`src/rtl/spi_pkg.sv`:
```
// Shared types and constants for the SPI mode-0 master.
package spi_pkg;

   localparam int unsigned SPI_DATA_W = 8;

   typedef enum logic [1:0] {
      IDLE,
      SETUP,
      SHIFT,
      HOLD
   } spi_state_e;

   // Ticks consumed by one transfer: CS setup, 2*W SCLK edges, CS hold.
   function automatic int unsigned spi_xfer_ticks(input int unsigned w);
      return 2 * w + 2;
   endfunction

endpackage

```
`src/rtl/spi_shift_reg.sv`:
```
// Combined tx/rx shift register: MSB drives the serial output, LSB takes the serial input.
module spi_shift_reg #(
   parameter int unsigned W = 8
) (
   input  logic         clk,
   input  logic         rst,
   input  logic         load,
   input  logic [W-1:0] load_data,
   input  logic         sample_en,
   input  logic         sin,
   input  logic         shift_en,
   input  logic         clr,
   output logic [W-1:0] data,
   output logic         sout
);

   // Sampling shifts the word left, which exposes the next tx bit at the MSB
   // half an SCLK period before shift_en copies it to sout.
   always_ff @(posedge clk) begin
      if (rst) begin
         data <= '0;
         sout <= 1'b0;
      end else if (load) begin
         data <= load_data;
         sout <= load_data[W-1];
      end else begin
         if (sample_en) begin
            data <= {data[W-2:0], sin};
         end
         if (shift_en) begin
            sout <= data[W-1];
         end else if (clr) begin
            sout <= 1'b0;
         end
      end
   end

endmodule

```
`src/rtl/spi_master_tx.sv`:
```
// SPI mode-0 master clocked by tick enables from the clock divider.
// Build option: define SPI_LOOPBACK_EN to receive from the internal mosi register instead of miso.
module spi_master_tx
   import spi_pkg::*;
#(
   parameter int unsigned DATA_W = SPI_DATA_W
) (
   input  logic              clk,
   input  logic              rst,
   input  logic              tick,
   input  logic              start,
   input  logic [DATA_W-1:0] tx_data,
   output logic              busy,
   output logic              done,
   output logic [DATA_W-1:0] rx_data,
   output logic              sclk,
   output logic              mosi,
   input  logic              miso,
   output logic              cs_n
);

   localparam int unsigned CNT_W = $clog2(DATA_W);
   localparam logic [CNT_W-1:0] LAST_BIT = CNT_W'(DATA_W - 1);

   spi_state_e        state;
   spi_state_e        state_d;
   logic [CNT_W-1:0]  bit_cnt;
   logic [CNT_W-1:0]  bit_cnt_d;
   logic              sclk_d;
   logic              cs_n_d;
   logic              busy_d;
   logic              done_d;
   logic [DATA_W-1:0] rx_data_d;

   logic              load_c;
   logic              sample_c;
   logic              shift_c;
   logic              clr_c;
   logic              sin_c;
   logic [DATA_W-1:0] sr_data;

`ifdef SPI_LOOPBACK_EN
   logic unused_miso;
   assign unused_miso = miso;
   assign sin_c       = mosi;
`else
   assign sin_c       = miso;
`endif

   spi_shift_reg #(
      .W (DATA_W)
   ) u_shift_reg (
      .clk       (clk),
      .rst       (rst),
      .load      (load_c),
      .load_data (tx_data),
      .sample_en (sample_c),
      .sin       (sin_c),
      .shift_en  (shift_c),
      .clr       (clr_c),
      .data      (sr_data),
      .sout      (mosi)
   );

   // State and registered pin outputs.
   always_ff @(posedge clk) begin
      if (rst) begin
         state   <= IDLE;
         bit_cnt <= '0;
         sclk    <= 1'b0;
         cs_n    <= 1'b1;
         busy    <= 1'b0;
         done    <= 1'b0;
         rx_data <= '0;
      end else begin
         state   <= state_d;
         bit_cnt <= bit_cnt_d;
         sclk    <= sclk_d;
         cs_n    <= cs_n_d;
         busy    <= busy_d;
         done    <= done_d;
         rx_data <= rx_data_d;
      end
   end

   // Next-state and output decode; start is refused while done is still high.
   always_comb begin
      state_d   = state;
      bit_cnt_d = bit_cnt;
      sclk_d    = sclk;
      cs_n_d    = cs_n;
      busy_d    = busy;
      done_d    = 1'b0;
      rx_data_d = rx_data;
      load_c    = 1'b0;
      sample_c  = 1'b0;
      shift_c   = 1'b0;
      clr_c     = 1'b0;

      case (state)
         IDLE: begin
            if (start && !done) begin
               load_c  = 1'b1;
               cs_n_d  = 1'b0;
               busy_d  = 1'b1;
               state_d = SETUP;
            end
         end
         SETUP: begin
            if (tick) begin
               state_d = SHIFT;
            end
         end
         SHIFT: begin
            if (tick) begin
               if (!sclk) begin
                  sclk_d   = 1'b1;
                  sample_c = 1'b1;
               end else begin
                  sclk_d = 1'b0;
                  if (bit_cnt == LAST_BIT) begin
                     state_d = HOLD;
                  end else begin
                     shift_c   = 1'b1;
                     bit_cnt_d = bit_cnt + CNT_W'(1);
                  end
               end
            end
         end
         HOLD: begin
            if (tick) begin
               cs_n_d    = 1'b1;
               rx_data_d = sr_data;
               done_d    = 1'b1;
               busy_d    = 1'b0;
               clr_c     = 1'b1;
               bit_cnt_d = '0;
               state_d   = IDLE;
            end
         end
         default: begin
            state_d = IDLE;
         end
      endcase
   end

endmodule

```
`config.mk`:
```
export PLATFORM = sky130hd
export DESIGN_NAME = spi_master_tx
export DESIGN_NICKNAME = d
export VERILOG_FILES = /design/src/rtl/spi_pkg.sv /design/src/rtl/spi_shift_reg.sv /design/src/rtl/spi_master_tx.sv
export SDC_FILE = /design/constraint.sdc
export NUM_CORES = 1
export LEC_CHECK = 0
export ABC_AREA = 0
export CORE_ASPECT_RATIO = 1.4
export CORE_UTILIZATION = 37
export CTS_CLUSTER_DIAMETER = 120
export DETAILED_ROUTE_END_ITERATION = 6
export PLACE_DENSITY_LB_ADDON = 0.1
export SYNTH_ARGS = -nofsm -noshare
export SYNTH_HDL_FRONTEND = slang
export SYNTH_SLANG_ARGS = --single-unit
```
`constraint.sdc`:
```
create_clock -name clk -period 1.4 [get_ports clk]
set_clock_uncertainty 0.1 [all_clocks]
set_input_delay 0.28 -clock clk [delete_from_list [all_inputs] [get_ports clk]]
set_output_delay 0.28 -clock clk [all_outputs]
set_load 0.02 [all_outputs]
```
==> results.md <==
* Worst-path cell chain: buf_6, ha_4, o21ba_4, a221oi_4, mux2i_1, nor2_1
* Routed WL per cell at around 14 µm
* Post-synthesis instance total at 131
* TritonCTS sink count at 26
* Leakage at around 0.00095 µW
* Worst Setup Start Kind: register
* Number of max-cap violations at 0
* RSZ-0062 raised after global routing: true
* Fin. max-slew vios at 0
* Fillers at around 250
* Vias in the first global route at around 1,200
* Initial Utilization at between 30 and 40%
* CTS tree: yes
* Power Total at between 3000 and 4000 µW
* # IOs at 26
* Setup crit end kind: register
* Vias at around 1,100
* Normalized max-slew margin at approximately 84%
* Hpwl dp at 1.95 mm
* Required @ worst endpoint at ~1.5 ns
* Fin crit share at 110%
* Final number of setup-violating endpoints at 23
* CP peak stage delay at around 0.35 ns
* Worst min path class: reg -> reg
* Height of the die at between 60 and 70 µm
* Failing checks: setup timing
* Crit Path Class: reg -> reg
* Clock power frac at 15.2%
* Reg power frac at between 30 and 40%
* Gpl congestion at between 0.7 and 0.8
* Footprint of the multi-input gates at between 900 and 1000 µm²
* Post-Place Cells at about 200
* Leading post-synthesis cells by cell area: dfxtp_1 43%, mux2i_1 8.2%, nand2_1 6.5%
* H-tree depth at 1
* Post-synthesis net count at 150
* DRT iter0 DRCs at 23
* Worst-margin pin slew at 0.245 ns
* Distinct cells, synth at 30
* DRT Pass-1 Iters at 4
* Syn Std Cell Area at about 1200 µm²
* Clk_lat worst skew at 0.27 ns
* Crit path time final at between 1.5 and 2 ns
* Status: finished, violations left
* Seq/Total Area, Yosys at 42.9%
* CTS buffer count at 3
* Comb power frac at ~50%
* Top-area cell type share of the netlist area at 42.9%
* Final WL at between 3 and 4 mm
* Syn. warnings at 0
* VDD IR max at about 0.0010 V
* Int Pwr at around 2000 µW
* GR Overflow Total at 0
* Reg area at between 500 and 600 µm²
* Vias/cell at 5.12
* Final worst slack at -0.143 ns
* Fin nets at slightly below 200
* Row count at 24
* Share of cells above drive strength 1 at around half
* P&R area growth vs syn at 71.2%
* Synthesized flop and latch total at 26
* Layout Cells excl Fill at 217
* Worst Path Max Fanout at 3
* Core area at between 3000 and 4000 µm²
* Worst Path Arrival at between 1.5 and 2 ns
* Largest net degree at the start of global routing at 15
* Largest area contributor in the netlist: dfxtp_1
* PD cells at around 1600 nW/µm²
* DR DRC count at 0
* Die area at 3520 µm²
* Synth Area per Inst at around 9 µm²
* Antenna diode count at 0
* Port Buffer Count at 25
* Fmax at approximately 650 MHz
* Switching Power at 1230 µW
* Final ANT Viol Nets at 0
* CTS root buffer: clkbuf_8
* Final hold violations at 0
* Global-route wire length before repair at 5.31 mm
* Initial antenna violation count at 0
* Maximum root-to-sink buffer count at 2
* Highest-delay cell along the critical path: dfxtp_2
* GR Util All Layers at roughly a fifth
* Clock-pin slew on the worst setup and hold paths at approximately 0.09 ns
* Sw Share at a little under two fifths
* Die X at between 50 and 60 µm
-- placed cells by master, fill, tap and decap left out, types with 2 or more instances in the layout --
cell and instances:
dfxtp_1 22, buf_4 13, dlygate4sd2_1 12, nand2_1 11, a21oi_2 11, clkdlybuf4s50_1 11, nand2_4 10, mux2i_1 10
buf_6 9, nor2_1 7, a211oi_2 6, ha_4 6, nor2_4 4, clkbuf_8 4, a21oi_1 3, nand4b_1 3
dfxtp_2 3, nand3b_4 2, nand2b_1 2, inv_1 2, o21ai_1 2, nor3_1 2, nor2_2 2, clkdlybuf4s15_1 2
buf_12 2
-- path summary, 6_finish.rpt --
path,startpoint,endpoint,slack [ns],depth (start not counted)
worst min-delay path,rx_data[7],rx_data[7],0.37,2
worst max-delay path,state[0],state[1],-0.14,6
worst max register to register,state[0],state[1],-0.14,6
worst min register to register,rx_data[7],rx_data[7],0.37,2
-- per-stage QoR --
step | utilization, % | instance area, µm² | hold WS, ns | TNS (ns) | setup slack, ns
detailed placement | 52.0 | 1620 | 0.346 | -5.36 | -0.372
global placement | 52.0 | 1620 | 0.342 | -5.12 | -0.300
finish | 66.5 | 2080 | 0.369 | -1.83 | -0.143
global route | 66.5 | 2080 | 0.390 | -3.33 | -0.220
CTS | 60.2 | 1880 | 0.356 | -1.07 | -0.140
floorplan | - | 1240 | 0.336 | -0.340 | -0.0937
-- kinds of logic after synthesis --
logic type               after synthesis  share of synthesized area, %
AO/OA/AOI/OAI                         29                          16.2
adder cells (fa/ha/maj)                6                          6.19
buffers and inverters                 12                          5.98
flip-flops                            26                          42.9
AND/OR/NAND/NOR                       48                          20.5
multiplexers                          10                          8.25
-- flip-flops by register name, indices dropped and copies added (netlist names) --
name,cells
bit_cnt,3
sclk,1
state,2
cs_n,1
u_shift_reg.data,8
busy,1
u_shift_reg.sout,1
done,1
rx_data,8
-- power groups by stage --
stage	registers [µW]	logic (µW)	clock network, µW
2_1_floorplan	1050	710	0
3_3_place_gp	1020	1030	0
5_1_grt	1130	1760	523
3_5_place_dp	1020	1060	0
6_report	1110	1630	490
4_1_cts	1040	1440	497
-- metal layers --
layer	wire [µm]	global-route usage [%]
met1	1250	22.9
met2	1790	34.4
met3	60	1.97
met4	30	6.17
met5	0	0
-- repair_timing --
action	CTS	global route
endpoints found under the setup margin	37	25
gates cloned	3	0
gates resized for setup	51	46
pin swaps	22	20
hold buffers	0	0
setup buffers	3	3
-- synth_stat cells --
cell type / instances
nand4b_1: 3
nand3b_2: 1
o21ai_0: 1
o22a_1: 1
nor2_1: 13
o21ba_1: 1
a21oi_1: 14
nand2_4: 1
ha_1: 6
mux2i_1: 10
nor3_1: 2
o22ai_1: 1
dfxtp_1: 26
and2_1: 1
o21ai_4: 1
a221oi_2: 1
clkbuf_1: 3
o21ai_1: 1
buf_2: 1
nand2_1: 21
a211oi_1: 7
and2b_2: 1
nand2b_1: 2
nand3b_4: 1
buf_4: 1
inv_1: 4
nand3_1: 1
and3b_2: 1
o21bai_1: 1
buf_6: 3
-- worst max-delay path, delay by kind of cell (launching register included) --
family | cells | cell delay [ns]
AO/OA/AOI/OAI | 2 | 0.44
adder cells (fa/ha/maj) | 1 | 0.14
buffers and inverters | 1 | 0.13
flip-flops | 1 | 0.35
multiplexers | 1 | 0.23
AND/OR/NAND/NOR | 1 | 0.06
-- layout make-up --
class	instances	area share [%]
inverters	4	0.843
multi-input cells	95	45.9
repair buffers	49	22.8
well taps	39	2.35
clock buffers	4	2.65
flip-flops and latches	26	25.4
(Power assumes the default switching activity.)
